--- src/rtl/fr_round_pack.sv ---
// Round-to-nearest-even and IEEE-754 single pack stage of the FP MAC datapath.
// Two-stage valid/ready pipeline: stage 1 rounds, stage 2 fixes exponent and packs.
module fr_round_pack #(
    parameter int EXP_W = 8,
    parameter int MAN_W = 23
) (
    input  logic               clock,
    input  logic               reset,
    input  logic               in_valid,
    output logic               in_ready,
    input  logic [MAN_W+1:0]   in_sig,
    input  logic [EXP_W-1:0]   in_exp,
    input  logic               in_sign,
    input  logic               in_sticky,
    output logic               out_valid,
    input  logic               out_ready,
    output logic [EXP_W+MAN_W:0] out_word,
    output logic               out_inexact,
    output logic               out_overflow,
    output logic               out_underflow
);

    localparam logic [EXP_W-1:0] EXP_MAX = {EXP_W{1'b1}};

    logic s1_v_q;
    logic s2_v_q;
    logic s2_load;

    assign s2_load  = !s2_v_q || out_ready;
    assign in_ready = !s1_v_q || s2_load;

    // Stage 1: field select and round
    logic [MAN_W-1:0] frac;
    logic             g_bit;
    logic             rnd;
    logic [MAN_W:0]   sum_d;

    always_comb begin
        frac  = in_sig[MAN_W+1] ? in_sig[MAN_W:1] : in_sig[MAN_W-1:0];
        g_bit = in_sig[MAN_W+1] & in_sig[0];
        rnd   = g_bit & (frac[0] | in_sticky);
        sum_d = {1'b0, frac} + {{MAN_W{1'b0}}, rnd};
    end

    logic [MAN_W:0]   sum_q;
    logic [EXP_W-1:0] exp_q;
    logic             sign_q;
    logic             inx1_q;
    logic             zero_q;

    always_ff @(posedge clock) begin
        if (reset) begin
            s1_v_q <= 1'b0;
            sum_q  <= '0;
            exp_q  <= '0;
            sign_q <= 1'b0;
            inx1_q <= 1'b0;
            zero_q <= 1'b0;
        end else if (in_ready) begin
            s1_v_q <= in_valid;
            if (in_valid) begin
                sum_q  <= sum_d;
                exp_q  <= in_exp;
                sign_q <= in_sign;
                inx1_q <= g_bit | in_sticky;
                zero_q <= (in_sig == '0);
            end
        end
    end

    // Stage 2: exponent adjust, saturate/flush, pack
    logic [EXP_W:0]       e_sum;
    logic                 ovf;
    logic [EXP_W+MAN_W:0] word_d;
    logic                 inx_d;
    logic                 ovf_d;
    logic                 unf_d;

    always_comb begin
        e_sum  = {1'b0, exp_q} + {{EXP_W{1'b0}}, sum_q[MAN_W]};
        ovf    = (e_sum >= {1'b0, EXP_MAX});
        word_d = {sign_q, e_sum[EXP_W-1:0],
                  sum_q[MAN_W] ? {MAN_W{1'b0}} : sum_q[MAN_W-1:0]};
        inx_d  = inx1_q;
        ovf_d  = 1'b0;
        unf_d  = 1'b0;
        if (zero_q) begin
            word_d = {sign_q, {(EXP_W+MAN_W){1'b0}}};
            inx_d  = 1'b0;
        end else if (exp_q == '0) begin
            word_d = {sign_q, {(EXP_W+MAN_W){1'b0}}};
            inx_d  = 1'b1;
            unf_d  = 1'b1;
        end else if (ovf) begin
            word_d = {sign_q, EXP_MAX, {MAN_W{1'b0}}};
            inx_d  = 1'b1;
            ovf_d  = 1'b1;
        end
    end

    logic [EXP_W+MAN_W:0] word_q;
    logic                 inx_q;
    logic                 ovf_q;
    logic                 unf_q;

    always_ff @(posedge clock) begin
        if (reset) begin
            s2_v_q <= 1'b0;
            word_q <= '0;
            inx_q  <= 1'b0;
            ovf_q  <= 1'b0;
            unf_q  <= 1'b0;
        end else if (s2_load) begin
            s2_v_q <= s1_v_q;
            if (s1_v_q) begin
                word_q <= word_d;
                inx_q  <= inx_d;
                ovf_q  <= ovf_d;
                unf_q  <= unf_d;
            end
        end
    end

    // Flags carry meaning only alongside a valid result
    assign out_valid     = s2_v_q;
    assign out_word      = word_q;
    assign out_inexact   = s2_v_q & inx_q;
    assign out_overflow  = s2_v_q & ovf_q;
    assign out_underflow = s2_v_q & unf_q;

endmodule

--- config.mk ---
export PLATFORM = sky130hd
export DESIGN_NAME = fr_round_pack
export DESIGN_NICKNAME = d
export VERILOG_FILES = /design/src/rtl/fr_round_pack.sv
export SDC_FILE = /design/constraint.sdc
export NUM_CORES = 1
export LEC_CHECK = 0
export CORE_MARGIN = 2
export CORE_UTILIZATION = 57
export DETAILED_ROUTE_END_ITERATION = 8
export GPL_ROUTABILITY_DRIVEN = 0
export HOLD_SLACK_MARGIN = 0.03
export PLACE_DENSITY_LB_ADDON = 0.25
export SYNTH_ARGS = -nofsm -noshare
export SYNTH_HDL_FRONTEND = slang
export SYNTH_SLANG_ARGS = --single-unit
--- constraint.sdc ---
create_clock -name clock -period 7.3 [get_ports clock]
set_input_delay 0.73 -clock clock [delete_from_list [all_inputs] [get_ports clock]]
set_output_delay 0.73 -clock clock [all_outputs]
set_load 0.01 [all_outputs]
==> results of run 1 <==
==> worst max-delay path: cells and delay by family <==
kind	cells	cell delay [ns]
AO/OA/AOI/OAI	4	1.29
buffers and inverters	1	0.68
adder cells (fa/ha/maj)	2	0.43
multiplexers	1	0.31
AND/OR/NAND/NOR	1	0.16
==> per-layer routing <==
metal | vias up | GRT usage, % | routed length, um
met5 | - | 0 | 0
met4 | 0 | 9.231 | 134
met3 | 17 | 6.454 | 810
met2 | 188 | 45.05 | 5335
met1 | 1969 | 37.28 | 4948
li1 | 1955 | - | -
==> cells in the mapped netlist, types with 7 or more instances <==
| cell type | instances |
|---|---|
| sky130_fd_sc_hd__dfxtp_1 | 72 |
| sky130_fd_sc_hd__nand2_1 | 53 |
| sky130_fd_sc_hd__a21oi_1 | 31 |
| sky130_fd_sc_hd__clkbuf_1 | 25 |
| sky130_fd_sc_hd__a221o_1 | 23 |
| sky130_fd_sc_hd__o2111a_1 | 23 |
| sky130_fd_sc_hd__nor3_1 | 20 |
| sky130_fd_sc_hd__nand3b_1 | 17 |
| sky130_fd_sc_hd__buf_2 | 15 |
| sky130_fd_sc_hd__nand3_1 | 15 |
| sky130_fd_sc_hd__nor4_1 | 14 |
| sky130_fd_sc_hd__mux2i_1 | 13 |
| sky130_fd_sc_hd__xnor2_1 | 11 |
| sky130_fd_sc_hd__o21ai_0 | 10 |
| sky130_fd_sc_hd__mux2_2 | 9 |
| sky130_fd_sc_hd__nor2_1 | 9 |
| sky130_fd_sc_hd__nand4_1 | 8 |
| sky130_fd_sc_hd__o22ai_1 | 8 |
| sky130_fd_sc_hd__o31a_1 | 8 |
| sky130_fd_sc_hd__and2_1 | 7 |
| sky130_fd_sc_hd__or3_1 | 7 |
==> cell families (layout without fill, tap and decap cells) <==
| logic type | count (synthesis) | in the layout |
|---|---|---|
| xor gates and xnor gates | 17 | 17 |
| and+or+nand+nor | 177 | 177 |
| buffers and inverters | 54 | 101 |
| DFF | 72 | 72 |
| adders and majority gates | 4 | 4 |
| muxes | 23 | 23 |
| AOI/OAI and AO/OA | 139 | 139 |
==> where the power goes <==
group / switching [W] / total, W / internal (W)
logic: 0.0000824 / 0.000154 / 0.0000712
registers: 0.0000187 / 0.000432 / 0.000413
clock network: 0.000152 / 0.000327 / 0.000175
total: 0.000253 / 0.000913 / 0.000660
==> registers in the layout, summed over array words and instances, names as in the netlist <==
signal and cells:
zero_q 1, sign_q 1, inx1_q 1, ovf_q 1
inx_q 1, s1_v_q 1, sum_q 24, exp_q 8
out_word 32, unf_q 1, out_valid 1
==> stage by stage <==
stage / std cells / util, %
finish: 632 / 70.97
global route: 632 / 70.97
CTS: 632 / 70.97
detailed placement: 616 / 68.11
global placement: 616 / 68.11
floorplan: 486 / -
==> worst max-delay path by stage <==
| stage | start | endpoint | slack [ns] | depth (start not counted) |
|---|---|---|---|---|
| finish | in_sig[24] | sum_q[20] | 3.88 | 9 |
| global route | in_sig[24] | sum_q[22] | 3.66 | 9 |
| CTS | in_sig[24] | sum_q[20] | 3.98 | 9 |
| detailed placement | in_sig[24] | sum_q[20] | 3.62 | 9 |
| global placement | in_sig[24] | sum_q[14] | 3.75 | 9 |
| floorplan | in_sig[24] | sum_q[16] | 3.62 | 14 |
==> cell type report <==
cell class	instances	area, um2
Inverter	6	22.52
Timing Repair Buffer	79	770.7
Clock buffer	11	151.4
Sequential cell	72	1441
Clock inverter	5	55.05
Fill cell	614	2095
Tap cell	99	123.9
Multi-Input combinational cell	360	2555
==> out/results.md, run 1 <==
| Parameter | This run |
| --- | --- |
| Total Routed Length | 11230 um |
| Cell count after synthesis | 486 |
| Outcome | finished clean |
| Die width | 90.19 um |
| Die Ht | 90.19 um |
| Count of inserted antenna diode cells | 0 |
| Post-CTS setup repair buffer count | 0 |
| Area Growth Syn to Fin | 20.92% |
| Power Density | 178.2 nW/um2 |
| Wire length of the first global-routing pass | 18930 um |
| Fraction of the mapped netlist area in compound gates | 26.65% |
| Clock tree root buffer cell | sky130_fd_sc_hd__clkbuf_8 |
| Achievable frequency | 0.2928 GHz |
| Synth unique cells | 62 |
| Unrepaired setup endpoints after global routing | no |
| Total power consumption of the routed design | 0.0009125 W |
| Number of top-level pins | 76 |
| Worst hold path class | reg2reg |
| Fraction of the mapped netlist area in adder cells | 1.182% |
| Die footprint | 8133 um2 |
| Dpl ws | 3.615 ns |
| # DRC | 0 |
| Endpoint of the worst hold-timing path | ovf_q |
| Largest net degree at the start of global routing | 63 |
| Clock Tree Buf Depth | 2 |
| Global route overflow | 0 |
| Average footprint of a synthesized cell | 8.712 um2 |
| Starting utilization of the core area | 58.69% |
| Synthesized-area fraction occupied by xor and xnor cells | 3.517% |
| Setup slack of the most critical reg-to-reg path | 4.19 ns |
| Total half-perimeter wirelength after legalization and detailed placement | 7643 um |
| Final setup violation count | 0 |
| Delay of the slowest cell on the worst path | 0.68 ns |
| Leading area contributor after synthesis | sky130_fd_sc_hd__dfxtp_1 |
| Via count of the first global-routing pass | 3900 |
| Row count | 31 |
| Required time of the worst setup path | 7.51 ns |
| Combinational family with the most area after synthesis | compound AO/OA/AOI/OAI gates |
| Final worst-path cycle share | 46.78% |
| Number of sinks handled by clock tree synthesis | 72 |
| TritonCTS clock tree | yes |
| Number of hold buffers added after cts | 0 |
| Leakage power total | 1.712 nW |
| Series of cell instances along the critical path | buf_2 -> mux2_2 -> ha_1 -> ha_1 -> nand4_1 -> a211oi_1 -> o2111ai_1 -> o21ai_0 -> o311ai_1 |
| Commonest non-fill, non-tap cell in the layout | sky130_fd_sc_hd__clkdlybuf4s50_1 |
| Residual antenna-violating net count after detailed routing | 0 |
| Initial antenna violation count | 0 |
| Worst-path clk slew | 0.08 ns |
| Number of enable flip-flop cells after synthesis | 0 |
| Slowest cell on the critical path | sky130_fd_sc_hd__buf_2 |
| Post-Synth Simple-Gate Area | 23.08% |
| Via count of the routed design | 4129 |
| Top cells by area, synth | sky130_fd_sc_hd__dfxtp_1 34%, sky130_fd_sc_hd__o2111a_1 6.1%, sky130_fd_sc_hd__a221o_1 5.4%, sky130_fd_sc_hd__nand2_1 4.7%, sky130_fd_sc_hd__a21oi_1 3.7% |
| Clock skew after layout | 0.007960 ns |
| Fraction of final layout cells sized beyond drive strength 1 | 8.443% |
| Sequential area share after synthesis | 34.04% |
| Measured slew at the worst slew-check pin | 1.175 ns |
| Worst Hold Depth | 2 |
| Number of iterations in the first detailed-routing pass | 5 |
| IO Port Bufs | 75 |
| Via-to-Cell Ratio | 6.533 |
| Overall Global Routing Usage | 28.01% |
| Sort of element at the start of the critical path | input pin |
| Mux cell area share after synthesis | 5.733% |
| Worst IR Drop VDD | 98.42 uV |
| Tmin final | 3.415 ns |
| Net count of the finished layout | 571 |
| Worst hold slack | 0.4489 ns |
| Class of the most critical setup path | in2reg |
| Core ar. | 7214 um2 |
| Total number of H-tree levels | 3 |
| Top library cells by usage in the layout, fill and taps aside | 73 x sky130_fd_sc_hd__clkdlybuf4s50_1, 72 x sky130_fd_sc_hd__dfxtp_1, 53 x sky130_fd_sc_hd__nand2_1, 31 x sky130_fd_sc_hd__a21oi_1 |
| Crit path top cell by count | sky130_fd_sc_hd__ha_1 |
| Later-pin clock latency in the skew report | 0.35 ns |
| Relative slew slack | 21.26% |
| Final worst-path setup slack | 3.885 ns |
| TritonCTS buffer count | 9 |
| FFs w/ async S/R, synth | 0% |
| Routed wire length per instance | 17.77 um |
| Placed Instance Area | 4913 um2 |
| Reg-to-reg endpoint | out_word[21] |
| Worst Hold Launch | ovf_q |
| Resized Gates After CTS | 0 |
| Top cell type's share of synthesized area | 34.04% |
| Number of cells on the worst reg-to-reg path | 5 |
| Primary FF master, synth | sky130_fd_sc_hd__dfxtp_1 |
| Critical path capture point type | flip-flop |
| Max-slew violation total from the final report | 0 |
| Startpoint of the worst-slack reg-to-reg timing path | exp_q[2] |
| Number of DRC markers after the initial detailed-route iteration | 374 |
| Number of failing hold endpoints at the final stage | 0 |
| Final design instance area without fill | 5120 um2 |
| Max_cap viols | 0 |
| Yosys warns | 0 |
| Setup TNS | 0 ns |
| Flops & latches, synth | 72 |
| Post-Syn Nets | 529 |
| Critical path arrival | 3.63 ns |
| Synth Cell Area | 4234 um2 |
| Highest net fanout along the worst path | 44 |
Note: power is estimated with default switching activity, not from simulation.
==> run 2, diff against run 1 <==
--- a/config.mk
+++ b/config.mk
@@ -6,7 +6,7 @@
 export NUM_CORES = 1
 export LEC_CHECK = 0
 export CORE_MARGIN = 2
-export CORE_UTILIZATION = 57
+export CORE_UTILIZATION = 53
 export DETAILED_ROUTE_END_ITERATION = 8
 export GPL_ROUTABILITY_DRIVEN = 0
 export HOLD_SLACK_MARGIN = 0.03
==> constraint.sdc (replaced) <==
create_clock -name clock -period 3.35 [get_ports clock]
set_input_delay 0.335 -clock clock [delete_from_list [all_inputs] [get_ports clock]]
set_output_delay 0.335 -clock clock [all_outputs]
set_load 0.01 [all_outputs]
==> run 2 against run 1 <==
  * Count of clock-buffer cells in the layout decreased by 2
  * Sequential share of layout area shrank 0.33 points
  * First-iteration DRC count down 16%
  * Clock skew shrank 0.00084 ns
  * Non-clock buffer count grew 6
  * Register-to-register slack worse by 3.3 ns
  * Global-route usage down 1.3 points
  * Via count down 1.5%
  * Wire length increased by 1.2%
  * Critical endpoint is now sum_q[14]
  * Largest cell class unchanged
==> out/results.md, run 2 (synthesis results as in run 1) <==
| Parameter | This run |
| --- | --- |
| Number of standard cells in the final layout excluding fillers | 641 |
| Total power consumption of the routed design | 0.002043 W |
| Class of the most critical setup path | in2reg |
| IO Port Bufs | 75 |
| Via count of the first global-routing pass | 3692 |
| Setup TNS | 0 ns |
| Net count of the finished layout | 577 |
| Largest net degree at the start of global routing | 38 |
| Share of total power consumed by net switching | 27.55% |
| Wire length of the first global-routing pass | 18660 um |
| Count of inserted antenna diode cells | 0 |
| Final worst-path cycle share | 79.70% |
| Number of top-level pins | 76 |
| Die width | 93.38 um |
| Routed wire length per instance | 17.73 um |
| Overall Global Routing Usage | 26.71% |
| Tmin final | 2.670 ns |
| Area Growth Syn to Fin | 22.37% |
| Global route overflow | 0 |
| Row count | 32 |
| Post-CTS setup repair buffer count | 0 |
| Unrepaired setup endpoints after global routing | no |
| Highest net fanout along the worst path | 8 |
| Critical path arrival | 2.89 ns |
| Portion of total power attributed to the clock network | 37.2% |
| Via-to-Cell Ratio | 6.346 |
| # DRC | 0 |
| Sequential share of power | 46.0% |
| Leakage power total | 1.750 nW |
| Core ar. | 7727 um2 |
| Internal Pwr Total | 0.001480 W |
| Max_cap viols | 0 |
| Required time of the worst setup path | 3.57 ns |
| Starting utilization of the core area | 54.79% |
| Die Ht | 93.38 um |
| Outcome | finished clean |
| Achievable frequency | 0.3746 GHz |
| Later-pin clock latency in the skew report | 0.34 ns |
| Number of cells in the design after placement | 625 |
| Sort of element at the start of the critical path | input pin |
| Total Routed Length | 11360 um |
| Worst IR Drop VDD | 179.6 uV |
| Via count of the routed design | 4068 |
| Number of hold buffers added after cts | 0 |
| TritonCTS buffer count | 9 |
| Worst-path clk slew | 0.08 ns |
| Die footprint | 8720 um2 |
| Critical path capture point type | flip-flop |
| Worst hold path class | in2reg |
| Commonest non-fill, non-tap cell in the layout | sky130_fd_sc_hd__clkdlybuf4s50_1 |
| Max reg flops | 32 |
| Filler cells | 650 |
| Top library cells by usage in the layout, fill and taps aside | 73 x sky130_fd_sc_hd__clkdlybuf4s50_1, 72 x sky130_fd_sc_hd__dfxtp_1, 53 x sky130_fd_sc_hd__nand2_1, 31 x sky130_fd_sc_hd__a21oi_1 |
| Fraction of final layout cells sized beyond drive strength 1 | 9.462% |
| Number of sinks handled by clock tree synthesis | 72 |
| Residual antenna-violating net count after detailed routing | 0 |
| Power Density | 394.3 nW/um2 |
| Fraction of power consumed by combinational cells | 16.8% |
| Relative slew slack | 29.01% |
| Measured slew at the worst slew-check pin | 1.062 ns |
| Clock tree root buffer cell | sky130_fd_sc_hd__clkbuf_8 |
| Total half-perimeter wirelength after legalization and detailed placement | 7973 um |
| Clock skew after layout | 0.007120 ns |
| Clock Tree Buf Depth | 2 |
| Number of failing hold endpoints at the final stage | 0 |
| Total number of H-tree levels | 3 |
| Initial antenna violation count | 0 |
| Resized Gates After CTS | 0 |
| Number of iterations in the first detailed-routing pass | 4 |
| TritonCTS clock tree | yes |
| Final setup violation count | 0 |
| Max-slew violation total from the final report | 0 |
| Number of DRC markers after the initial detailed-route iteration | 313 |
| Net load switching power | 0.0005628 W |
-- run 2: cell count changes in the layout (fill, tap and decap cells not counted) --
cell / change
sky130_fd_sc_hd__buf_4: +6
sky130_fd_sc_hd__bufinv_16: +1
sky130_fd_sc_hd__clkbuf_8: -2
sky130_fd_sc_hd__clkinv_4: +1
sky130_fd_sc_hd__clkinvlp_4: -1
sky130_fd_sc_hd__inv_6: +1
-- run 2: worst paths after layout --
| kind | from | cells past startpoint | to | slack, ns |
|---|---|---|---|---|
| hold reg to reg | sign_q | 2 | sign_q | 0.46 |
| setup / recovery | in_sig[1] | 9 | sum_q[14] | 0.68 |
| hold / removal | in_sig[24] | 3 | inx1_q | 0.40 |
| setup reg to reg | sum_q[23] | 5 | out_word[7] | 0.85 |
-- run 2: metrics by stage --
step	setup slack (ns)	util [%]	hold slack, ns	cell area, um2
after global placement	0.4948	64.22	0.4382	4962
after floorplan	0.06772	-	0.4227	4234
final	0.6802	67.05	0.3995	5181
after detailed placement	0.3450	64.22	0.4484	4962
after CTS	0.7095	67.05	0.3922	5181
after global routing	0.4383	67.05	0.4560	5181
-- run 2: power by group through the flow --
stage	Combinational, W	Sequential [W]	Clock (W)
floorplan	0.000202	0.000952	0
global placement	0.000331	0.000956	0
detailed placement	0.000338	0.000957	0
CTS	0.000339	0.000938	0.000769
global route	0.000372	0.000945	0.000813
finish	0.000343	0.000939	0.000761
-- run 2: routing by layer --
metal  part of all wire (%)  wire length [um]  track usage [%]
met1                     46              5242            38.30
met2                     47              5300            41.01
met3                    6.0               682            4.835
met4                    1.2               140            7.721
met5                      0                 0                0
-- run 2: final cells by class --
cell class | count | area [um2] | area share, %
repair buffers | 85 | 815.8 | 15.74
multi-input cells | 360 | 2555 | 49.31
inverters | 6 | 22.52 | 0.4347
well taps | 102 | 127.6 | 2.463
flip-flops and latches | 72 | 1441 | 27.82
clock inverters | 7 | 95.09 | 1.835
clock buffers | 9 | 123.9 | 2.391
-- run 2: critical path, stage by stage --
cell and delay [ns]:
sky130_fd_sc_hd__clkdlybuf4s50_1 0.56, sky130_fd_sc_hd__mux2_2 0.19, sky130_fd_sc_hd__ha_1 0.17, sky130_fd_sc_hd__ha_1 0.27
sky130_fd_sc_hd__nand4_1 0.17, sky130_fd_sc_hd__a2111o_1 0.60, sky130_fd_sc_hd__o31a_1 0.35, sky130_fd_sc_hd__nor3_1 0.17
sky130_fd_sc_hd__o31ai_1 0.08
==> run 3, diff against run 2 <==
==> constraint.sdc (replaced) <==
create_clock -name clock -period 2.8 [get_ports clock]
set_input_delay 0.28 -clock clock [delete_from_list [all_inputs] [get_ports clock]]
set_output_delay 0.28 -clock clock [all_outputs]
set_load 0.01 [all_outputs]
==> run 3 against run 2 <==
  * Global-route usage fell by 0.75 points
  * Cell area rose by 2.6%
  * Register-to-register slack got worse by 0.51 ns
  * Critical path depth fell by 1
  * Sequential share of layout area fell by 0.69 points
  * First-iteration DRC count fell by 16%
  * Largest cell class unchanged
  * Sequential cell count did not move
  * Power rose by 22%
  * Cell count rose by 1.7%
==> out/results.md, run 3 (synthesis results as in run 1) <==
| Parameter | This run |
| --- | --- |
| Clock tree root buffer cell | sky130_fd_sc_hd__clkbuf_8 |
| Total half-perimeter wirelength after legalization and detailed placement | 8040 um |
| Resized Gates After CTS | 0 |
| Later-pin clock latency in the skew report | 0.34 ns |
| Sort of element at the start of the critical path | input pin |
| Series of cell instances along the critical path | clkdlybuf4s50_1 -> o211a_1 -> ha_4 -> nand2_1 -> or4b_1 -> o31a_1 -> nor3_1 -> o31ai_1 |
| Residual antenna-violating net count after detailed routing | 0 |
| Largest net degree at the start of global routing | 35 |
| Class of the most critical setup path | in2reg |
| Die width | 93.38 um |
| TritonCTS clock tree | yes |
| Clock skew after layout | 0.009460 ns |
| Startpoint of the worst-slack reg-to-reg timing path | exp_q[0] |
| # DRC | 0 |
| Number of failing hold endpoints at the final stage | 0 |
| Count of inserted antenna diode cells | 0 |
| Final worst-path setup slack | 0.3330 ns |
| Worst Hold Launch | in_sig[24] |
| Global route overflow | 0 |
| Achievable frequency | 0.4053 GHz |
| Max reg flops | 32 |
| Worst IR Drop VDD | 263.8 uV |
| Wire length of the first global-routing pass | 18220 um |
| Outcome | finished clean |
| Critical path arrival | 2.69 ns |
| Starting utilization of the core area | 54.79% |
| Top library cells by usage in the layout, fill and taps aside | 73 x sky130_fd_sc_hd__clkdlybuf4s50_1, 72 x sky130_fd_sc_hd__dfxtp_1, 53 x sky130_fd_sc_hd__nand2_1, 31 x sky130_fd_sc_hd__a21oi_1 |
| Via-to-Cell Ratio | 6.310 |
| Number of top-level pins | 76 |
| Via count of the routed design | 4114 |
| Number of hold buffers added after cts | 0 |
| Fraction of final layout cells sized beyond drive strength 1 | 11.45% |
| Highest net fanout along the worst path | 8 |
| Initial antenna violation count | 0 |
| Setup slack of the most critical reg-to-reg path | 0.34 ns |
| Post-CTS setup repair buffer count | 0 |
| Area Growth Syn to Fin | 25.50% |
| Worst-path clk slew | 0.08 ns |
| Slowest cell on the critical path | sky130_fd_sc_hd__or4b_1 |
| Power Density | 468.9 nW/um2 |
| Leakage power total | 1.811 nW |
| Max_cap viols | 0 |
| Net count of the finished layout | 589 |
| Total Routed Length | 11120 um |
| Final setup violation count | 0 |
| Tmin final | 2.467 ns |
| Required time of the worst setup path | 3.02 ns |
| Max-slew violation total from the final report | 0 |
| Measured slew at the worst slew-check pin | 0.6602 ns |
| Unrepaired setup endpoints after global routing | no |
| Endpoint of the worst hold-timing path | inx1_q |
| Worst hold path class | in2reg |
| TritonCTS buffer count | 9 |
| Worst Hold Depth | 3 |
| Critical path capture point type | flip-flop |
| Final worst-path cycle share | 88.11% |
| Commonest non-fill, non-tap cell in the layout | sky130_fd_sc_hd__clkdlybuf4s50_1 |
| Routed wire length per instance | 17.06 um |
| Fraction of the core area covered by cells at the end of the flow | 68.77% |
| Number of DRC markers after the initial detailed-route iteration | 264 |
| Clock Tree Buf Depth | 2 |
| Number of cells on the worst reg-to-reg path | 7 |
| IO Port Bufs | 75 |
| Die Ht | 93.38 um |
| Number of iterations in the first detailed-routing pass | 4 |
| Relative slew slack | 54.73% |
| Via count of the first global-routing pass | 3678 |
| Total number of H-tree levels | 3 |
| Delay of the slowest cell on the worst path | 0.70 ns |
| Reg-to-reg endpoint | out_word[8] |
| Row count | 32 |
| Number of sinks handled by clock tree synthesis | 72 |
| Die footprint | 8720 um2 |
| Core ar. | 7727 um2 |
| Overall Global Routing Usage | 25.96% |
| Dpl ws | -0.01584 ns |
==> run 3: cell types whose count changed in the layout (fill, tap and decap cells not counted), sizes merged <==
| cell | delta |
|---|---|
| buf | +12 |
| clkbuf | +2 |
| clkinv | -3 |
==> run 3: routing by layer <==
| layer | track usage, % | vias to the layer above | part of all wire [%] |
|---|---|---|---|
| met3 | 3.384 | 14 | 6.9 |
| met5 | 0 | - | 0 |
| met1 | 38.53 | 1936 | 47 |
| met2 | 39.57 | 168 | 45 |
| met4 | 6.985 | 0 | 1.2 |
| li1 | - | 1996 | - |
==> run 3: worst max-delay path by stage <==
stage               depth (start not counted)  slack (ns)       start   endpoint
floorplan                                  14      0.0003  in_sig[24]  sum_q[14]
global placement                            9        0.04   in_sig[1]  sum_q[14]
detailed placement                          9       -0.02   in_sig[1]  sum_q[14]
CTS                                         9        0.35   in_sig[1]  sum_q[14]
global route                                8        0.21   in_sig[1]  sum_q[15]
finish                                      8        0.33   in_sig[1]  sum_q[15]
==> run 3: worst max-delay path, delay by kind of cell <==
family | cells | cell delay (ns)
and+or+nand+nor | 3 | 1.07
AOI/OAI and AO/OA | 3 | 0.65
adders and majority gates | 1 | 0.16
buffers and inverters | 1 | 0.52
==> run 3: layout make-up <==
class                      instances  area, um2
sequential                        72       1441
multi-input combinational        360       2589
tap                              102      127.6
inverter                           6      22.52
timing repair buffer              97      905.9
fill                             620       2414
clock inverter                     4      76.32
clock buffer                      11      151.4
==> run 3: through the flow <==
stage | TNS (ns) | area, um2 | hold WS [ns] | total power [W] | std cells
after CTS | 0 | 5314 | 0.3595 | 0.002487 | 652
after global routing | 0 | 5314 | 0.3937 | 0.002594 | 652
final | 0 | 5314 | 0.3556 | 0.002492 | 652
after global placement | 0 | 5086 | 0.4343 | 0.001556 | 637
after detailed placement | -0.01584 | 5086 | 0.4414 | 0.001567 | 637
after floorplan | 0 | 4314 | 0.4160 | 0.001391 | 486
==> run 3: power by group <==
part           internal (W)  switching, W  total [W]
combinational      0.000204      0.000222   0.000425
sequential          0.00108     0.0000500    0.00113
clock              0.000549      0.000391   0.000940
total               0.00183      0.000662    0.00249
